==> config.mk <==
export PLATFORM = sky130hd
export DESIGN_NAME = instr_encoder
export DESIGN_NICKNAME = d
export VERILOG_FILES = /design/src/rtl/instr_encoder.sv
export SDC_FILE = /design/constraint.sdc
export NUM_CORES = 1
export LEC_CHECK = 0
export CORE_UTILIZATION = 35
export DETAILED_ROUTE_END_ITERATION = 7
export GPL_ROUTABILITY_DRIVEN = 1
export PLACE_DENSITY = 0.6
export SYNTH_ARGS = -nofsm -noshare
export SYNTH_HDL_FRONTEND = slang
export SYNTH_SLANG_ARGS = --single-unit
==> constraint.sdc <==
create_clock -name clk_i -period 2.1 [get_ports clk_i]
set_input_delay 0.315 -clock clk_i [delete_from_list [all_inputs] [get_ports clk_i]]
set_output_delay 0.315 -clock clk_i [all_outputs]
set_load 0.1 [all_outputs]
==> src/rtl/instr_encoder.sv <==
// RV32I instruction encoder: assembles decoded fields into instruction words tagged with IMEM addresses.
// Optional macro IMM_RANGE_CHECK_EN flags immediates that do not fit their format as illegal.
module instr_encoder #(
   parameter int unsigned       ADDR_W    = 32,
   parameter logic [ADDR_W-1:0] BASE_ADDR = '0
) (
   input  logic              clk_i,
   input  logic              rst_ni,
   input  logic              flush_i,
   input  logic              in_valid_i,
   output logic              in_ready_o,
   input  logic [4:0]        opcode_i,
   input  logic [3:0]        alu_op_i,
   input  logic [2:0]        mem_funct3_i,
   input  logic [4:0]        rs1_i,
   input  logic [4:0]        rs2_i,
   input  logic [4:0]        rd_i,
   input  logic [31:0]       imm_i,
   output logic              out_valid_o,
   input  logic              out_ready_i,
   output logic [31:0]       instr_o,
   output logic [ADDR_W-1:0] addr_o,
   output logic              illegal_o,
   output logic              err_sticky_o
);

   localparam int unsigned XLEN = 32;
   localparam logic [XLEN-1:0] NOP = 32'h0000_0013;

   localparam logic [4:0] OP_LOAD  = 5'b00000;
   localparam logic [4:0] OP_STORE = 5'b01000;
   localparam logic [4:0] OP_IMM   = 5'b00100;
   localparam logic [4:0] OP_REG   = 5'b01100;
   localparam logic [4:0] OP_BR    = 5'b11000;
   localparam logic [4:0] OP_LUI   = 5'b01101;
   localparam logic [4:0] OP_AUIPC = 5'b00101;
   localparam logic [4:0] OP_JAL   = 5'b11011;
   localparam logic [4:0] OP_JALR  = 5'b11001;

`ifdef IMM_RANGE_CHECK_EN
   localparam logic RANGE_CHK = 1'b1;
`else
   localparam logic RANGE_CHK = 1'b0;
`endif

   typedef struct packed {
      logic [XLEN-1:0]   instr;
      logic              illegal;
      logic [ADDR_W-1:0] addr;
   } entry_t;

   entry_t            head_q, head_d, tail_q, tail_d, new_e;
   logic [1:0]        cnt_q, cnt_d;
   logic              valid_q, valid_d;
   logic              err_q, err_d;
   logic [ADDR_W-1:0] addr_cnt_q, addr_cnt_d;

   logic [XLEN-1:0] enc_c;
   logic            enc_ill_c, imm_ok_c, illegal_c;
   logic [2:0]      f3_c;
   logic            sext11_c, sext12_c, sext20_c;
   logic            push_c, pop_c;

   // Field assembly per opcode class; imm_ok_c records whether the immediate fits its format
   always_comb begin
      enc_c     = '0;
      enc_ill_c = 1'b0;
      imm_ok_c  = 1'b1;
      f3_c      = alu_op_i[2:0];
      sext11_c  = (&imm_i[31:11]) | ~(|imm_i[31:11]);
      sext12_c  = (&imm_i[31:12]) | ~(|imm_i[31:12]);
      sext20_c  = (&imm_i[31:20]) | ~(|imm_i[31:20]);
      case (opcode_i)
         OP_REG: begin
            enc_ill_c = alu_op_i[3] && !((f3_c == 3'b000) || (f3_c == 3'b101));
            enc_c = {1'b0, alu_op_i[3], 5'b0, rs2_i, rs1_i, f3_c, rd_i, opcode_i, 2'b11};
         end
         OP_IMM: begin
            enc_ill_c = alu_op_i[3] && (f3_c != 3'b101);
            if ((f3_c == 3'b001) || (f3_c == 3'b101)) begin
               enc_c    = {1'b0, alu_op_i[3], 5'b0, imm_i[4:0], rs1_i, f3_c, rd_i, opcode_i, 2'b11};
               imm_ok_c = (imm_i[11:5] == 7'd0);
            end else begin
               enc_c    = {imm_i[11:0], rs1_i, f3_c, rd_i, opcode_i, 2'b11};
               imm_ok_c = sext11_c;
            end
         end
         OP_LOAD, OP_JALR: begin
            enc_c    = {imm_i[11:0], rs1_i, mem_funct3_i, rd_i, opcode_i, 2'b11};
            imm_ok_c = sext11_c;
         end
         OP_STORE: begin
            enc_c    = {imm_i[11:5], rs2_i, rs1_i, mem_funct3_i, imm_i[4:0], opcode_i, 2'b11};
            imm_ok_c = sext11_c;
         end
         OP_BR: begin
            case (alu_op_i)
               4'b1001: f3_c = 3'b000;
               4'b1010: f3_c = 3'b001;
               4'b1011: f3_c = 3'b100;
               4'b1100: f3_c = 3'b101;
               4'b1110: f3_c = 3'b110;
               4'b1111: f3_c = 3'b111;
               default: enc_ill_c = 1'b1;
            endcase
            enc_c = {imm_i[12], imm_i[10:5], rs2_i, rs1_i, f3_c, imm_i[4:1], imm_i[11],
                     opcode_i, 2'b11};
            imm_ok_c = sext12_c && !imm_i[0];
         end
         OP_LUI, OP_AUIPC: begin
            enc_c    = {imm_i[31:12], rd_i, opcode_i, 2'b11};
            imm_ok_c = (imm_i[11:0] == 12'd0);
         end
         OP_JAL: begin
            enc_c = {imm_i[20], imm_i[10:1], imm_i[11], imm_i[19:12], rd_i, opcode_i, 2'b11};
            imm_ok_c = sext20_c && !imm_i[0];
         end
         default: enc_ill_c = 1'b1;
      endcase
      illegal_c = enc_ill_c | (RANGE_CHK & ~imm_ok_c);
   end

   assign in_ready_o = ~cnt_q[1] & ~flush_i;
   assign push_c     = in_valid_i & in_ready_o;
   assign pop_c      = valid_q & out_ready_i;

   // Two-entry buffer: head drives the outputs, tail holds the second word
   always_comb begin
      head_d        = head_q;
      tail_d        = tail_q;
      cnt_d         = cnt_q;
      err_d         = err_q;
      addr_cnt_d    = addr_cnt_q;
      new_e.instr   = illegal_c ? NOP : enc_c;
      new_e.illegal = illegal_c;
      new_e.addr    = addr_cnt_q;
      if (flush_i) begin
         cnt_d      = 2'd0;
         err_d      = 1'b0;
         addr_cnt_d = BASE_ADDR;
      end else begin
         if (push_c) begin
            addr_cnt_d = addr_cnt_q + ADDR_W'(4);
            err_d      = err_q | illegal_c;
         end
         if (pop_c) begin
            if (cnt_q == 2'd2) begin
               head_d = tail_q;
            end else if (push_c) begin
               head_d = new_e;
            end
         end else if (push_c) begin
            if (cnt_q == 2'd0) begin
               head_d = new_e;
            end else begin
               tail_d = new_e;
            end
         end
         if (push_c && !pop_c) begin
            cnt_d = cnt_q + 2'd1;
         end else if (pop_c && !push_c) begin
            cnt_d = cnt_q - 2'd1;
         end
      end
      valid_d = (cnt_d != 2'd0);
   end

   always_ff @(posedge clk_i or negedge rst_ni) begin
      if (!rst_ni) begin
         head_q     <= '0;
         tail_q     <= '0;
         cnt_q      <= 2'd0;
         valid_q    <= 1'b0;
         err_q      <= 1'b0;
         addr_cnt_q <= BASE_ADDR;
      end else begin
         head_q     <= head_d;
         tail_q     <= tail_d;
         cnt_q      <= cnt_d;
         valid_q    <= valid_d;
         err_q      <= err_d;
         addr_cnt_q <= addr_cnt_d;
      end
   end

   assign out_valid_o  = valid_q;
   assign instr_o      = head_q.instr;
   assign addr_o       = head_q.addr;
   assign illegal_o    = head_q.illegal;
   assign err_sticky_o = err_q;

endmodule

# == Yosys cells after proc, flatten, opt, wreduce, memory -nomap -nowiden ==
# Index checks and enable logic that the tools add are counted.
# word_totals
latchBits,0
ramBits,0
output_inout_bits,68
mem_bits_ro,0
ff_bits,166
memories,0
# op_classes
n_div,0
mul,0
n_eq_ne,18
magnitude_cmp,0
shifts,0
n_mux,18
reduce_logical,23
n_addsub,3
bitwise_logic,8
# ops
cell,n
$mux W65,5
$pmux W32 S7,1
$mux W32,4
$add A32 B3 Y32 const B,1
$eq A4 B4 Y1 const B,6
$pmux W3 S6,1
$eq A5 B4 Y1 const B,3
$eq A5 B5 Y1 const B,3
$reduce_or A6 Y1,2
$eq A5 B3 Y1 const B,2
$reduce_bool A2 Y1,5
$reduce_and A4 Y1,2
$mux W2,3
$logic_not A5 Y1,1
$logic_and A1 B1 Y1,4
$not A1 Y1,4
$pmux W1 S4,1
$reduce_or A2 Y1,2
$and A1 B1 Y1,3
$eq A3 B1 Y1 const B,1
$eq A3 B3 Y1 const B,1
$logic_not A1 Y1,3
$logic_not A3 Y1,1
$mux W1,3
7 further kinds,8

# == Longest topological paths before layout ==
# Gate-level depths: netlist of run 1.
# depth
ltp_word,9
depth_mapped,8

# == Worst setup path before layout of run 1 ==
# OpenSTA, ideal clock, no wires.
# synth_path
path_kind,reg2reg
from,reg valid_q (netlist: out_valid_o)
to,"reg head_q, in the netlist addr_o[26]"
stages_incl_launch_ff,7
t_required_ns,2.018
period_less_slack_ns,2.528
arrival_ns,2.446
slack_ns,-0.428
n_path_buf,2
path_cell_list,dfrtp_1 -> nand3_1 -> a211oi_1 -> clkbuf_1 -> buf_2 -> nor2_1 -> a31oi_1
# synth_via
elab_chain_cells,3
elab_cells_between_ends,5
cone_classes,mux (1); bitwise (1); reduce/logical (3)
# synth_lines
element,line,source
"start, declared",54,"logic valid_q, valid_d;"
"start signal, assigned",180,valid_q <= valid_d;
$and A1 B1 Y1 *,125,assign pop_c = valid_q & out_ready_i;
$reduce_bool A2 Y1 (no line),n/a,
$reduce_and A4 Y1 (no line),n/a,
"end signal, assigned",170,head_q <= '0;
"end signal, assigned",177,head_q <= head_d;
"end, declared",52,"entry_t head_q, head_d, tail_q, tail_d, new_e;"
# Mark *: on every way between the ends. The rest lies on a longest branch, timed or not.
# A chain may end at the register's enable or synchronous reset.

# == Worst setup path after layout of run 1 ==
# layout_path
from,in opcode_i[1]
to,reg tail_q[47] (netlist name)
# layout_via
elab_chain_cells,4
elab_cells_between_ends,15
cone_classes,eq/ne (8); mux (3); reduce/logical (4)
# layout_lines
element,line,source
"start, declared",12,"input logic [4:0] opcode_i,"
$eq A5 B5 Y1 (tied with other cells),73,case (opcode_i)
$reduce_or A6 Y1 (no line) or $reduce_or A2 Y1 (tied branches),n/a,
$pmux W1 S4 or $pmux W32 S7 (tied branches),73,
$mux W32 *,134,new_e.instr = illegal_c ? NOP : enc_c;
"end signal, assigned",178,tail_q <= tail_d;
"end, declared",52,
# Marks and branches as above.

==> summary.txt, run 1 <==
Synth
  – Fraction of registers with async set/reset: 100%
  – Cell area after synthesis: ~7600 um^2
  – Seq/Total Area, Yosys: 52.0%
  – Synth unique cells: a little over 60
  – Avg Inst Size Synth: between 8 and 9 um^2
  – Post-synth top flop: dfrtp_1
  – YS warnings: 0
  – Synth Instances: between 800 and 900
  – Yosys reg bits: ~160
  – Number of synthesized flops with an enable pin: 0

Layout
  – Nets: approximately 1.1k
  – FF+latch area: roughly 4000 um^2
  – Diodes inserted: 0
  – Multi-input gate area: 3380 um^2
  – Share of cells above drive strength 1: between 20% and 30%
  – P&R area growth vs syn: 35.2%
  – Post-layout instance area: around 10000 um^2
  – Fillers: 2064

Detailed routing
  – Starting DRC count in detailed routing: about 500
  – DR vias/cell: 5.12
  – Post-route ant nets: 0
  – Total Wirelength: between 20000 and 25000 um
  – DR vias: just under 7k
  – Pre-antenna DRT Iters: 4
  – DRC viols: 0
  – WL per Instance: 16.0 um

Timing
  – Crit path time final: roughly 2000 ps
  – Max Slew Vio Count: 0
  – Final WS setup: approximately 120 ps
  – Fin Hold WS: 370 ps
  – Clock skew: roughly 12 ps
  – Unrepaired setup endpoints after global routing: false
  – Slew HR: about three fifths
  – Final setup viols: 0
  – FMAX: a little over 500 MHz
  – Tcrit/Tclk final: 94.1%
  – Actual slew at the worst max-slew pin: about 560 ps
  – Fin. Hold Viols: 0

Global route
  – GR met3 Demand/Resource: under 10%
  – Met1 usage: approximately 28%
  – Vias in the first global route: 6563
  – GRT busiest layer: met2
  – Largest net degree at the start of global routing: 56
  – Met2 Track Usage GR: about a third
  – First-pass GRT wire length: 34600 um
  – Grt total ovfl: 0
  – All-Layer GR Usage: roughly a fifth
  – Initial antenna violation count: 0

Power and ir drop
  – Tot Pwr: 14.1 mW
  – Power Density: 1370 nW/um^2
  – Maximum vdd drop: 999 uV
  – P_leak: 4.60 nW

Floorplan
  – Die area: about 22000 um^2
  – Die H: between 100 and 150 um
  – Boundary Pins: 132
  – Core area: between 20000 and 25000 um^2
  – # rows: 53
  – Die X: ~150 um
  – Starting Density: 35.9%

CTS
  – CTS tree: done
  – Sink Count: between 150 and 200
  – Total CTS buffers: 17
  – Clock root cell: clkbuf_16
  – Worst-skew pair later-pin latency: around 430 ps
  – Worst-path clk slew: 60 ps
  – CTS Buffer Depth: 2
  – CTS H-Tree Depth: 4
  – Post-CTS Setup Inserts: 0

Status
  – Status: finished clean

Placement
  – Pre-CTS WS: -319 ps
  – DP Area: roughly 9700 um^2
  – HPWL after DPL: around 15000 um
  – Routability congestion estimate: between 0.8 and 0.9
  – PortBufs: between 100 and 150

Worst setup path
  – Critical Path RT: about 2400 ps
  – Critical path's slowest cell: or3_1
  – Worst-path maximum fanout: 14
  – Critical Path AT: between 2000 and 2500 ps
  – Critical Path End Type: flip-flop
  – Worst Path Buf+Inv: 2
  – Crit path largest cell delay: around 430 ps
  – Critical Path Start Type: input port
  – CP Class: input port to flip-flop
  – Crit-path cells: clkdlybuf4s50_1, or2_2, or3_1, o2111a_1, buf_4, a31o_2
  – Crit-path leading delay family: simple AND/OR/NAND/NOR gates

Hold path
  – Worst min-delay path class: input port to asynchronous set/reset pin

Run
  – Max-cap viol count: 0
[cell type report]
type | count | area share, %
multi-input cells | 623 | 32.9
repair buffers | 226 | 19.4
well taps | 275 | 3.35
clock inverters | 9 | 1.10
clock buffers | 21 | 4.39
flip-flops and latches | 158 | 38.5
inverters | 7 | 0.256
[cells by family (layout without fill, tap and decap cells)]
group                      Yosys count  in the layout  share of synthesized area (%)
DFF                                158            158                           52.0
AOI/OAI and AO/OA                  177            177                           16.1
and+or+nand+nor                    411            411                           23.8
other                                1              2                         0.0494
xor gates and xnor gates            30             30                           3.46
adders and majority gates            3              3                          0.494
buffers and inverters               67            263                           4.05
[worst register-to-register path, cell delays in order (launching register included)]
cell,delay [ps]
dfrtp_1,450
nand2b_1,200
or3_1,540
nor4_1,350
xnor2_1,160
nor2_1,50
[cells in the mapped netlist, drive strengths merged, types with 2 or more instances]
cell type  instances  area, um^2
a211oi             2        15.0
a21boi             2        15.0
a21o               4        30.0
a21oi             11        55.1
a222oi             7        70.1
a22o               8        70.1
a22oi             20         150
a31oi             35         219
and2               4        25.0
and3               5        31.3
and4               4        35.0
and4b              2        20.0
buf               20         130
clkbuf            40         151
dfrtp            158        3950
ha                 3        37.5
inv                7        26.3
nand2            212         798
nand2b             6        37.5
nand3             30         155
nand3b             2        15.0
nand4              7        50.1
nor2              93         349
nor2b              4        25.0
nor3              17        85.1
nor3b              4        30.0
nor4               8        50.1
o2111ai            3        38.8
o211ai             9        77.6
o21a               5        37.5
o21ai             44         220
o21bai             2        15.0
o22a               4        35.0
o31ai             12        90.1
or2                3        18.8
or3                6        37.5
xnor2             20         175
xor2              10        87.6
[layout by cell type (no fill, tap or decap), types with 3 or more instances in the layout]
cell	count
o21a_1	5
or2_2	3
a22o_1	8
clkbuf_16	17
nand2_1	210
o21ai_0	34
nand3_1	28
nand4_1	6
nor2b_1	4
nand2b_1	6
a31oi_1	35
buf_4	151
buf_12	11
dfrtp_1	157
nor3_1	16
nor4_1	7
clkbuf_1	3
clkdlybuf4s50_1	62
a22oi_1	20
a222oi_1	7
and4_1	4
o22a_1	4
and2_1	4
a21o_1	4
ha_1	3
o31ai_1	12
a21oi_1	10
or3_1	6
and3_1	4
xor2_1	10
o21ai_1	9
nor2_1	92
inv_1	7
xnor2_1	20
nor3b_1	4
o211ai_1	7
[registers in the layout (all words and copies together) (netlist names)]
signal / cells
addr_cnt_q: 30
out_valid_o: 1
instr_o: 31
illegal_o: 1
addr_o: 30
err_sticky_o: 1
cnt_q: 2
tail_q: 62
[timing repair]
item,4_1_cts,5_1_grt
hold buffers,1,0
resized for setup,0,3
endpoints found under the hold margin,36,0
endpoints found under the setup margin,0,5
[final timing paths]
kind	slack (ps)	endpoint	cells past startpoint	startpoint
worst max-delay path	120	tail_q[47]$_DFFE_PN0P_	6	opcode_i[1]
worst min-delay path	370	addr_o[25]$_DFFE_PN0P_	2	rst_ni
worst max register to register	240	addr_cnt_q[27]$_DFFE_PN0N_	5	cnt_q[1]$_DFF_PN0_
worst min register to register	470	tail_q[49]$_DFFE_PN0P_	2	tail_q[49]$_DFFE_PN0P_
max in group asynchronous	1090	out_valid_o$_DFF_PN0_	3	rst_ni
min in group clk_i	470	tail_q[49]$_DFFE_PN0P_	2	tail_q[49]$_DFFE_PN0P_
[report_power, final]
| part | switching, mW | leakage (nW) | total, mW | internal, mW |
|---|---|---|---|---|
| sequential | 0.445 | 2.09 | 4.21 | 3.76 |
| clock | 1.25 | 0.274 | 3.03 | 1.78 |
| combinational | 5.23 | 2.24 | 6.85 | 1.63 |
[per-layer routing]
layer / part of all wire [%] / wire length (um)
met3: 3.5 / 737
met1: 49 / 10300
met5: 0 / 0
met2: 46 / 9710
met4: 1.5 / 311
[through the flow]
step / instances / setup TNS [ps] / util [%]
final: 1319 / 0 / 48.5
after global routing: 1319 / 0 / 48.5
after CTS: 1319 / 0 / 48.5
after detailed placement: 1288 / -14000 / 45.8
after global placement: 1288 / -12220 / 45.8
after floorplan: 848 / 0 / -
No activity file was read; power rests on OpenSTA's default activity.
==> inputs of run 2 (changes only) <==
--- a/config.mk
+++ b/config.mk
@@ -8,7 +8,9 @@
 export CORE_UTILIZATION = 35
 export DETAILED_ROUTE_END_ITERATION = 7
 export GPL_ROUTABILITY_DRIVEN = 1
+export HOLD_SLACK_MARGIN = 0.12
 export PLACE_DENSITY = 0.6
+export SLEW_MARGIN = 30
 export SYNTH_ARGS = -nofsm -noshare
 export SYNTH_HDL_FRONTEND = slang
 export SYNTH_SLANG_ARGS = --single-unit
==> results of run 2 <==
The final DEF is identical to that of run 1; final timing and power are the same.
==> inputs of run 3 (changes only) <==
==> constraint.sdc (replaced) <==
create_clock -name clk_i -period 2.1 [get_ports clk_i]
set_input_delay 0.42 -clock clk_i [delete_from_list [all_inputs] [get_ports clk_i]]
set_output_delay 0.42 -clock clk_i [all_outputs]
set_load 0.1 [all_outputs]
==> run 3 against run 2 <==
Core utilization increased by 0.67 points. Clock-buffer cell count decreased by 2. Critical path type unchanged. Via count about the same. Design area increased by 1.4%. Worst setup slack got worse by 58 ps.
==> summary.txt, run 3 (synthesis results as in run 1) <==
Worst setup path
  – Critical Path End Type: flip-flop
  – Critical Path RT: 2400 ps
  – CP Class: input port to flip-flop
  – RR Endpoint: addr_cnt_q[27]$_DFFE_PN0N_
  – Setup slack, reg-to-reg: ~160 ps
  – Worst setup path startpoint: opcode_i[1]
  – Critical Path AT: roughly 2300 ps
  – R2R Path Start: addr_cnt_q[6]$_DFFE_PN0N_
  – Critical Path Start Type: input port
  – Cells on worst reg2reg path: 5
  – Worst-path maximum fanout: 14

Timing
  – Actual slew at the worst max-slew pin: about 520 ps
  – FMAX: 491 MHz
  – Clock skew: 13.2 ps
  – Unrepaired setup endpoints after global routing: false
  – Tcrit/Tclk final: a little over nine tenths
  – Max Slew Vio Count: 0
  – Slew HR: between 60% and 70%
  – Crit path time final: slightly above 2000 ps
  – Final setup viols: 0
  – Fin. Hold Viols: 0
  – Post-route setup TNS: 0 ps

Detailed routing
  – DR vias/cell: around 5.1
  – DR vias: 6742
  – Post-route ant nets: 0
  – Total Wirelength: ~21000 um
  – Pre-antenna DRT Iters: 5
  – Starting DRC count in detailed routing: between 300 and 400
  – WL per Instance: 15.6 um
  – DRC viols: 0

Power and ir drop
  – Tot Pwr: between 10 and 15 mW
  – Internal power: around 7.1 mW
  – P_leak: approximately 4.7 nW
  – Reg power frac: roughly 30%
  – Clock share of power: a little over a fifth
  – Power Density: ~1400 nW/um^2
  – Combinational fraction of design power: 49.0%
  – Switching share of total power: roughly half
  – Switch Pwr: between 6 and 7 mW
  – Maximum vdd drop: 1110 uV

Status
  – Status: finished clean

CTS
  – Worst-skew pair later-pin latency: roughly 420 ps
  – CTS tree: done
  – Worst-path clk slew: around 60 ps
  – CTS Buffer Depth: 2
  – CTS H-Tree Depth: 4
  – Total CTS buffers: 17
  – Post-CTS Setup Inserts: 0
  – Clock root cell: clkbuf_16
  – Sink Count: around 160

Layout
  – Post-layout instance area: about 10000 um^2
  – Share of cells above drive strength 1: between 20 and 25%
  – Nets: between 1k and 1.5k
  – Diodes inserted: 0
  – Most common cell after layout, fill and taps aside: nand2_1
  – Top reg by flops: tail_q
  – Finished Layout Cells: 1333
  – Commonest cells after routing, fill and taps aside: nand2_1, buf_4, dfrtp_1
  – Number of flip-flops in the largest register: 62
  – P&R area growth vs syn: 37.0%
  – Fillers: about 2k
  – Final design utilization: 49.2%

Global route
  – First-pass GRT wire length: 34700 um
  – Grt total ovfl: 0
  – Vias in the first global route: between 6k and 7k
  – All-Layer GR Usage: between 10% and 20%
  – Largest net degree at the start of global routing: 56
  – Initial antenna violation count: 0

Hold path
  – WHS Endpoint: tail_q[53]$_DFFE_PN0P_
  – Hold depth: 2
  – Hold Startpoint: tail_q[53]$_DFFE_PN0P_
  – Worst min-delay path class: flip-flop to flip-flop

Floorplan
  – Core area: between 20000 and 25000 um^2
  – Starting Density: between 30% and 40%
  – Die X: between 100 and 150 um
  – Die area: 22300 um^2
  – Die H: 149 um
  – # rows: 53
  – Boundary Pins: 132

Placement
  – Placed cells: about 1.3k
  – HPWL after DPL: roughly 15000 um
  – Routability congestion estimate: 0.866
  – PortBufs: around 130
  – DP Area: 9800 um^2

Run
  – Max-cap viol count: 0
## run 3: cell count changes in the layout (fill, tap and decap cells not counted), moves of 2 or more
| cell | delta |
|---|---|
| buf_12 | +2 |
| buf_4 | +10 |
| clkbuf_1 | -2 |
| clkinvlp_4 | +3 |
| inv_6 | +2 |
## run 3: layout make-up
| cell class | instances | area (um^2) | share of cell area, % |
|---|---|---|---|
| clock buffer | 19 | 443 | 4.25 |
| clock inverter | 13 | 129 | 1.24 |
| inverter | 7 | 26.3 | 0.252 |
| multi-input combinational | 623 | 3400 | 32.7 |
| sequential | 158 | 3960 | 38.0 |
| tap | 275 | 344 | 3.30 |
| timing repair buffer | 238 | 2110 | 20.3 |
## run 3: metal layers
metal / global-route usage [%] / wire length (um) / share of wire [%] / vias to the layer above
li1: - / - / - / 3344
met1: 27.5 / 10100 / 49 / 3255
met2: 32.2 / 9760 / 47 / 129
met3: 2.94 / 760 / 3.7 / 14
met4: 4.95 / 174 / 0.84 / 0
met5: 0 / 0 / 0 / -
## run 3: critical path, cell delays in order
cell	delay, ps
clkdlybuf4s50_1	410
or2_2	320
or3_4	410
o2111a_2	330
buf_4	200
a31o_2	240
## run 3: how the worst max path moves through the flow
stage	slack (ps)	end
floorplan	40	addr_o[26]$_DFFE_PN0P_
global placement	-400	tail_q[47]$_DFFE_PN0P_
detailed placement	-410	tail_q[47]$_DFFE_PN0P_
CTS	30	instr_o[14]$_DFFE_PN0P_
global route	3	addr_cnt_q[27]$_DFFE_PN0N_
finish	70	tail_q[47]$_DFFE_PN0P_
## run 3: stage by stage
step           hold WS (ps)  setup slack, ps
2_1_floorplan           124             36.0
3_3_place_gp            437             -398
3_5_place_dp            440             -414
4_1_cts                 470             28.6
5_1_grt                 482             3.45
6_report                468             65.4
## run 3: what timing repair did
item	4_1_cts	5_1_grt
hold buffers	1	0
endpoints found under the hold margin	48	0
gates resized for setup	0	7
setup endpoints to repair	0	18
## run 3: power by group through the flow
stage,Combinational (mW),Clock (mW),Sequential (mW)
5_1_grt,7.25,3.19,4.31
4_1_cts,6.95,3.06,4.22
2_1_floorplan,1.36,0,7.87
3_5_place_dp,6.93,0,4.27
3_3_place_gp,6.91,0,4.25
6_report,6.90,2.99,4.21
